### config.mk
export PLATFORM = sky130hd
export DESIGN_NAME = id_ex_stage
export DESIGN_NICKNAME = d
export VERILOG_FILES = /design/src/rtl/id_ex_stage_pkg.sv /design/src/rtl/id_ex_stage_fwd_mux.sv /design/src/rtl/id_ex_stage.sv
export SDC_FILE = /design/constraint.sdc
export NUM_CORES = 1
export LEC_CHECK = 0
export BUFFER_PORTS_ARGS = -buffer_cell sky130_fd_sc_hd__buf_2
export CAP_MARGIN = 5
export CORE_AREA = 2 2 139 141
export CTS_BUF_LIST = sky130_fd_sc_hd__clkbuf_4
export DETAILED_ROUTE_END_ITERATION = 6
export DIE_AREA = 0 0 141 143
export GPL_ROUTABILITY_DRIVEN = 0
export PLACE_DENSITY_LB_ADDON = 0.2
export SLEW_MARGIN = 40
export SYNTH_ARGS = -nofsm -noshare
export SYNTH_HDL_FRONTEND = slang
export SYNTH_SLANG_ARGS = --single-unit
### constraint.sdc
create_clock -name clk -period 1.7 [get_ports clk]
set_input_delay 0.255 -clock clk [delete_from_list [all_inputs] [get_ports clk]]
set_output_delay 0.255 -clock clk [all_outputs]
set_load 0.02 [all_outputs]
### src/rtl/id_ex_stage_pkg.sv
// id_ex_stage_pkg: shared definitions for the ID/EX pipeline register.
// Holds the default datapath widths, the ALU opcode encodings, the
// captured payload bundle and the forward-match helper used by the
// operand forwarding muxes.

package id_ex_stage_pkg;

    // Default datapath and register-index widths
    localparam int ID_EX_XLEN = 32;
    localparam int ID_EX_REGW = 5;
    localparam int ALU_OP_W   = 4;

    // ALU opcode encodings; the stage never checks these, it only carries them
    localparam logic [ALU_OP_W-1:0] ALU_ADD = 4'b0000;
    localparam logic [ALU_OP_W-1:0] ALU_SUB = 4'b0001;
    localparam logic [ALU_OP_W-1:0] ALU_SL  = 4'b0010;
    localparam logic [ALU_OP_W-1:0] ALU_AND = 4'b0011;
    localparam logic [ALU_OP_W-1:0] ALU_SR  = 4'b0100;
    localparam logic [ALU_OP_W-1:0] ALU_BLT = 4'b0101;
    localparam logic [ALU_OP_W-1:0] ALU_OR  = 4'b0110;
    localparam logic [ALU_OP_W-1:0] ALU_MUL = 4'b1000;
    localparam logic [ALU_OP_W-1:0] ALU_BGT = 4'b1001;
    localparam logic [ALU_OP_W-1:0] ALU_BEQ = 4'b1100;

    // Everything the stage captures from decode for one instruction.
    // The field widths track the package defaults above.
    typedef struct packed {
        logic [ID_EX_XLEN-1:0] pc;
        logic [ID_EX_REGW-1:0] rs1;
        logic [ID_EX_REGW-1:0] rs2;
        logic [ID_EX_XLEN-1:0] data1;
        logic [ID_EX_XLEN-1:0] data2;
        logic [ID_EX_XLEN-1:0] imm;
        logic                  use_imm;
        logic [ALU_OP_W-1:0]   alu_op;
        logic [ID_EX_REGW-1:0] rd;
        logic                  reg_write;
    } id_ex_payload_t;

    // A producer forwards to a source only if it writes, targets the same
    // register, and that register is not the hard-wired zero register.
    function automatic logic fwd_match(
        input logic                  we,
        input logic [ID_EX_REGW-1:0] src_rd,
        input logic [ID_EX_REGW-1:0] rs
    );
        return we && (src_rd == rs) && (rs != '0);
    endfunction

endpackage

### src/rtl/id_ex_stage_fwd_mux.sv
// id_ex_stage_fwd_mux: operand forwarding mux for one source register.
// Picks the EX/MEM result first, then the MEM/WB result, otherwise the
// captured regfile data. The hit flag tells the stage that the value on
// the output came from a producer, so a held instruction can refresh its
// own copy before that producer retires.

import id_ex_stage_pkg::*;

module id_ex_stage_fwd_mux #(
    parameter int XLEN = ID_EX_XLEN,
    parameter int REGW = ID_EX_REGW
) (
    input  logic [REGW-1:0] rs,
    input  logic [XLEN-1:0] reg_data,
    input  logic            mem_we,
    input  logic [REGW-1:0] mem_rd,
    input  logic [XLEN-1:0] mem_data,
    input  logic            wb_we,
    input  logic [REGW-1:0] wb_rd,
    input  logic [XLEN-1:0] wb_data,
    output logic [XLEN-1:0] value,
    output logic            hit
);

    logic mem_match;
    logic wb_match;

    assign mem_match = fwd_match(mem_we, mem_rd, rs);
    assign wb_match  = fwd_match(wb_we, wb_rd, rs);

    // Priority select: the younger EX/MEM result wins over MEM/WB
    always_comb begin
        value = reg_data;
        hit   = 1'b0;
        if (mem_match) begin
            value = mem_data;
            hit   = 1'b1;
        end else if (wb_match) begin
            value = wb_data;
            hit   = 1'b1;
        end
    end

endmodule

### src/rtl/id_ex_stage.sv
// id_ex_stage: pipeline register between instruction decode and the ALU.
// Captures the decoded instruction on a valid/ready handshake, holds it
// while the ALU stalls, squashes it on flush, and presents the final ALU
// operands. Counts stalled cycles in a saturating counter.
//
// Build option: define ID_EX_FWD_EN to enable EX/MEM and MEM/WB operand
// forwarding, including refreshing the held operands while stalled.
// Without it the operands come straight from the captured regfile data
// (or immediate), the fwd_* ports are ignored and upstream must stall on
// RAW hazards.

import id_ex_stage_pkg::*;

module id_ex_stage #(
    parameter int XLEN        = ID_EX_XLEN,
    parameter int REGW        = ID_EX_REGW,
    parameter int STALL_CNT_W = 16
) (
    input  logic                   clk,
    input  logic                   rst_n,

    input  logic                   in_valid,
    output logic                   in_ready,
    input  logic [XLEN-1:0]        in_pc,
    input  logic [REGW-1:0]        in_rs1,
    input  logic [REGW-1:0]        in_rs2,
    input  logic [XLEN-1:0]        in_rs1_data,
    input  logic [XLEN-1:0]        in_rs2_data,
    input  logic [XLEN-1:0]        in_imm,
    input  logic                   in_use_imm,
    input  logic [ALU_OP_W-1:0]    in_alu_op,
    input  logic [REGW-1:0]        in_rd,
    input  logic                   in_reg_write,

    input  logic                   flush,

    input  logic                   fwd_mem_we,
    input  logic [REGW-1:0]        fwd_mem_rd,
    input  logic [XLEN-1:0]        fwd_mem_data,
    input  logic                   fwd_wb_we,
    input  logic [REGW-1:0]        fwd_wb_rd,
    input  logic [XLEN-1:0]        fwd_wb_data,

    output logic                   out_valid,
    input  logic                   out_ready,
    output logic [XLEN-1:0]        out_a,
    output logic [XLEN-1:0]        out_b,
    output logic [ALU_OP_W-1:0]    out_alu_op,
    output logic [XLEN-1:0]        out_pc,
    output logic [REGW-1:0]        out_rd,
    output logic                   out_reg_write,
    output logic [STALL_CNT_W-1:0] stall_cnt
);

    id_ex_payload_t         in_pl;
    id_ex_payload_t         pl_q;
    logic                   valid_q;
    logic [STALL_CNT_W-1:0] stall_q;

    logic                   accept;
    logic                   hold;

    logic [XLEN-1:0]        op1_val;
    logic [XLEN-1:0]        op2_val;
    logic                   op1_hit;
    logic                   op2_hit;

    // The stage can take a new instruction when empty or when the current
    // one leaves this cycle; flush deliberately does not gate this.
    assign in_ready = !valid_q || out_ready;
    assign accept   = in_valid && in_ready;
    assign hold     = valid_q && !out_ready;

    // Bundle the decode-side inputs into one payload word
    always_comb begin
        in_pl           = '0;
        in_pl.pc        = in_pc;
        in_pl.rs1       = in_rs1;
        in_pl.rs2       = in_rs2;
        in_pl.data1     = in_rs1_data;
        in_pl.data2     = in_rs2_data;
        in_pl.imm       = in_imm;
        in_pl.use_imm   = in_use_imm;
        in_pl.alu_op    = in_alu_op;
        in_pl.rd        = in_rd;
        in_pl.reg_write = in_reg_write;
    end

`ifdef ID_EX_FWD_EN
    id_ex_stage_fwd_mux #(
        .XLEN (XLEN),
        .REGW (REGW)
    ) u_fwd_a (
        .rs       (pl_q.rs1),
        .reg_data (pl_q.data1),
        .mem_we   (fwd_mem_we),
        .mem_rd   (fwd_mem_rd),
        .mem_data (fwd_mem_data),
        .wb_we    (fwd_wb_we),
        .wb_rd    (fwd_wb_rd),
        .wb_data  (fwd_wb_data),
        .value    (op1_val),
        .hit      (op1_hit)
    );

    id_ex_stage_fwd_mux #(
        .XLEN (XLEN),
        .REGW (REGW)
    ) u_fwd_b (
        .rs       (pl_q.rs2),
        .reg_data (pl_q.data2),
        .mem_we   (fwd_mem_we),
        .mem_rd   (fwd_mem_rd),
        .mem_data (fwd_mem_data),
        .wb_we    (fwd_wb_we),
        .wb_rd    (fwd_wb_rd),
        .wb_data  (fwd_wb_data),
        .value    (op2_val),
        .hit      (op2_hit)
    );
`else
    assign op1_val = pl_q.data1;
    assign op2_val = pl_q.data2;
    assign op1_hit = 1'b0;
    assign op2_hit = 1'b0;

    // Forwarding inputs and captured source indices have no consumer here
    logic unused_fwd;
    assign unused_fwd = ^{fwd_mem_we, fwd_mem_rd, fwd_mem_data,
                          fwd_wb_we, fwd_wb_rd, fwd_wb_data,
                          pl_q.rs1, pl_q.rs2};
`endif

    // Stage register: flush beats accept; a stalled instruction keeps its
    // fields but absorbs forwarded operands so they survive producer retire.
    always_ff @(posedge clk or negedge rst_n) begin
        if (!rst_n) begin
            valid_q <= 1'b0;
            pl_q    <= '0;
        end else if (flush) begin
            valid_q <= 1'b0;
        end else if (accept) begin
            valid_q <= 1'b1;
            pl_q    <= in_pl;
        end else if (hold) begin
            if (op1_hit) begin
                pl_q.data1 <= op1_val;
            end
            if (op2_hit) begin
                pl_q.data2 <= op2_val;
            end
        end else begin
            valid_q <= 1'b0;
        end
    end

    // Saturating count of cycles the ALU refused a valid, unflushed instruction
    always_ff @(posedge clk or negedge rst_n) begin
        if (!rst_n) begin
            stall_q <= '0;
        end else if (hold && !flush && (stall_q != '1)) begin
            stall_q <= stall_q + STALL_CNT_W'(1);
        end
    end

    assign out_valid     = valid_q;
    assign out_a         = op1_val;
    assign out_b         = pl_q.use_imm ? pl_q.imm : op2_val;
    assign out_alu_op    = pl_q.alu_op;
    assign out_pc        = pl_q.pc;
    assign out_rd        = pl_q.rd;
    assign out_reg_write = pl_q.reg_write && valid_q;
    assign stall_cnt     = stall_q;

endmodule

# Word level (Yosys, flattened, before mapping)
# Cells that the tools add are included.
totals:
  regBits: 156
  latch_bits: 0
  mem_bits_rw: 0
  mem_bits_ro: 0
  inputBits: 230
  output_inout_bits: 124
  word_cells: 28
  memories: 0
classes:
  n_addsub: 1
  n_mul: 0
  div_mod_pow: 0
  order_cmp: 0
  eq_ne: 2
  shift: 0
  muxes: 4
  n_bitwise: 1
  n_reduce_logical: 10
ops:
  columns: ["op", "count"]
  rows:
  - ["$mux 32", 1]
  - ["$add 16x1->16 const B", 1]
  - ["$ne 16x16->1 const B", 1]
  - ["$logic_and 1x1->1", 5]
  - ["$logic_not 1->1", 3]
  - ["$mux 1", 3]
  - ["$ne 3x3->1 const B", 1]
  - ["$reduce_and 2->1", 1]
  - ["$logic_or 1x1->1", 1]
  - ["$not 1->1", 1]

# Longest topological paths before layout
logic_depth:
  depth_word: 5
  depth_mapped: 6
  mapped_depth_nobuf: 6

# Worst setup path after synthesis
# Ideal clock, no wire load.
synth_path:
  path_kind: "register -> register"
  from: "reg stall_q[3], in the netlist stall_cnt[3]"
  to: "reg stall_q[1], in the netlist stall_cnt[1]"
  arrival_time_ns: 1.572
  required_ns: 1.575
  setup_slack_ns: 0.003
  path_stages_with_launch: 6
  path_cell_list: "dfrtp_1 and3_1 and3_1 and2_4 nor3_4 mux2_4"
synth_via:
  elab_chain_len: 2
synth_rtl:
  columns: ["item", "line_no", "rtl"]
  rows:
  - ["from (decl)", "id_ex_stage.sv:58", "logic [STALL_CNT_W-1:0] stall_q;"]
  - ["from (signal assigned)", "id_ex_stage.sv:162", "stall_q <= stall_q + STALL_CNT_W'(1);"]
  - ["$ne 16x16->1", "id_ex_stage.sv:161", "end else if (hold && !flush && (stall_q != '1)) begin"]
  - ["$logic_and 1x1->1", "id_ex_stage.sv:161", null]
# Every way passes these cells.
# A chain may end at the register's enable or synchronous reset.

# Worst setup path in the final report
layout_path:
  from: "reg pl_q[10] (netlist bit)"
  to: "out out_b[3]"
layout_via:
  elab_chain_len: 1
layout_rtl:
  columns: ["item", "line_no", "rtl"]
  rows:
  - ["from (decl)", "id_ex_stage.sv:56", "id_ex_payload_t pl_q;"]
  - ["from (signal assigned)", "id_ex_stage.sv:144", "pl_q <= in_pl;"]
  - ["$mux 32", "id_ex_stage.sv:168", "assign out_b = pl_q.use_imm ? pl_q.imm : op2_val;"]
  - ["to (decl)", "id_ex_stage.sv:47", "output logic [XLEN-1:0] out_b,"]
# Every way passes these cells.

==> impl_results.md <==
- Status: complete, but fails checks
- Failing checks: negative setup slack
- Placed cells: 919
- I/O pins: 354
- Pre-CTS setup slack: 0.02769 ns
- Final period util: 1.140
- CP Launch Type: flip-flop
- Number of H-tree levels: 4
- Core Rows: 50
- Worst path top cell family by delay: flip-flops
- Pwr per Cell Area: 951.7 nW/um^2
- 1st-iter DRT viols: 158
- Seq/Total Area, Yosys: 0.5618
- Routed Antenna Nets: 0
- Vias in the first global route: 5467
- Worst Path Arrival: 1.68 ns
- Clock Path Buffers: 2
- Final worst setup slack: -0.2375 ns
- Clk slew on worst S/H paths: 0.14 ns
- Yosys top cell by area: dfrtp_1
- Slowest CP cell: dfrtp_2
- Die X: 141 um
- Yosys Warn Count: 0
- Worst-Skew Late Latency: 0.55 ns
- Area grow syn2layout: 59.40%
- Min Tclk post-route: 1.938 ns
- Final Hold Fails: 0
- Fin. max-slew vios: 0
- CTS tree: done
- Core box area: 18580 um^2
- First-pass GRT wire length: 26540 um
- Clock root cell: clkbuf_4
- Crit path max fanout: 16
- Final Util: 0.5962
- Syn Inst Count: 480
- F_max: 0.5161 GHz
- Yosys top cell area share: 0.5618
- Cells along the critical path: clkbuf_16 > mux2_2 > buf_4
- Total Wirelength: 19990 um
- VDD IR max: 0.0004982 V
- Initial antenna violation count: 1
- Total GRT Usage: 0.1674
- Cell area after synthesis: 6949 um^2
- Layout Cells excl Fill: 1122
- Slew headroom: 0.7037
- Fin Clk Skew: 0.02113 ns
- Leak: 5.437 nW
- WL/cell: 17.82 um
- Final setup viols: 145
- Ys async rst share: 1.000
- Total CTS buffers: 17
- NumNets Final: 1105
- DP HPWL: 11380 um
- Worst path required time: 1.44 ns
- Critical path class: flip-flop to primary output
- Initial Util: 0.3740
- RSZ-0062 raised after global routing: true
- Power Total: 10.54 mW
- Leading register cell type out of synthesis: dfrtp_1
- Synth unique cells: 30
- # port buffers: 267
- Post-synth EDFFs: 0
- Critical Path Max Stage Delay: 0.43 ns
- WHS: 0.08145 ns
- Die ar.: 20160 um^2
- Post-route DRC: 0
- Post-route cell area: 11080 um^2
- DR vias: 5222
- Sink Count: 156
- Dpl cell area: 8275 um^2
- Average size of a mapped cell: 14.48 um^2
- Share of cells above drive strength 1: 0.6122
- Pin count of the biggest net entering global routing: 42
- Sequential Area: 3909 um^2
- Hold Path Class: input pin to flip-flop
- Synth top area cells: dfrtp_1 56%, mux2_2 28%, buf_4 9.1%, xnor2_1 0.63%, xor2_1 0.63%
- Worst-Margin Slew: 0.4445 ns
- Setup TNS Final: -10.89 ns
- Vias per inst: 4.654
- Multi-input gate area: 2839 um^2
- 1st-pass router iterations: 4
- Flops & latches, synth: 156
- Overflow after GRT: 0
- Crit. End Element: primary output
- Net Count, Synth: 711
- Die Ht: 143 um
- Max cap viols: 0
- Number of fillers in the final layout: 1444
- WP buf/inv: 2
-- where the power goes --
| part | internal, mW | switching, mW | total (mW) | leakage [nW] |
|---|---|---|---|---|
| clock network | 0.764 | 1.31 | 2.08 | 0.138 |
| logic | 2.07 | 1.72 | 3.78 | 3.44 |
| registers | 4.32 | 0.360 | 4.68 | 1.86 |
-- worst min-delay path, delay by kind of cell --
kind / cells / cell delay [ns]
buf+inv: 2 / 0.29
simple gates: 1 / 0.05
-- kinds of logic after synthesis --
family                     Yosys count  share of synthesized area
adders and majority gates            1                   0.001800
and+or+nand+nor                     39                    0.03961
DFF                                156                     0.5618
xor gates and xnor gates            10                    0.01260
muxes                              172                     0.2793
AOI/OAI and AO/OA                    9                   0.008643
buffers and inverters               93                    0.09633
-- final timing paths --
kind | startpoint | end | slack [ns] | depth (start not counted)
max reg2reg | out_valid | pl_q[27] | -0.09 | 6
min reg2reg | out_a[31] | out_a[31] | 0.51 | 1
min in group asynchronous | rst_n | stall_cnt[13] | 0.18 | 2
min | flush | out_valid | 0.08 | 3
max in group asynchronous | rst_n | pl_q[14] | 0.89 | 3
max | pl_q[10] | out_b[3] | -0.24 | 3
-- synthesized netlist by cell type (3+ instances only) --
library cell / count
clkbuf_1: 4
nand2_1: 4
nor2_1: 5
mux2_2: 171
nand4_1: 3
buf_4: 84
dfrtp_1: 156
and3_1: 5
a21oi_1: 4
nand3_1: 8
xor2_1: 5
xnor2_1: 5
buf_2: 4
nor3_1: 3
-- per-layer routing --
metal / global-route usage / wire length (um) / vias to the layer above
li1: - / - / 2400
met1: 0.1962 / 8391 / 2603
met5: 0 / 0 / -
met3: 0.04997 / 1010 / 28
met4: 0.06053 / 372 / 0
met2: 0.2924 / 10210 / 191
-- layout make-up --
class | count | area share
Clock inverter | 12 | 0.008811
Inverter | 1 | 0.0005648
Clock buffer | 20 | 0.01355
Multi-Input combinational cell | 231 | 0.2563
Sequential cell | 156 | 0.3529
Tap cell | 234 | 0.02643
Timing Repair Buffer | 467 | 0.3412
Antenna cell | 1 | 0.0002259
-- placed cells by master, fill, tap and decap left out, types with 2 or more instances in the layout --
cell type / n
clkinv_4: 2
nand4_1: 3
clkbuf_4: 20
nand3_2: 2
nor3_1: 3
buf_6: 13
buf_2: 241
dfrtp_1: 152
o21a_1: 2
mux2_2: 55
buf_8: 6
nand3_1: 6
dfrtp_2: 4
dlygate4sd3_1: 142
inv_6: 2
nand2_1: 4
nor2_1: 5
clkbuf_16: 16
clkinv_1: 4
and3_1: 5
buf_12: 7
buf_4: 39
xnor2_1: 5
buf_16: 3
a21oi_1: 4
clkinv_2: 2
nor3_4: 2
mux2_4: 117
xor2_1: 5
-- sequential cells by signal, summed over array words and instances, names as in the netlist --
name,count
op2_val,32
out_a,32
out_alu_op,4
out_pc,32
out_rd,5
out_valid,1
pl_q,34
stall_cnt,16
-- repair_timing --
item | CTS | global route
endpoints found under the hold margin | 280 | 0
hold buffers | 142 | 0
resized for setup | 10 | 163
setup buffers | 1 | 6
setup endpoints to repair | 33 | 161
pin swaps | 0 | 4
cloned | 0 | 21
(Power assumes the default switching activity.)
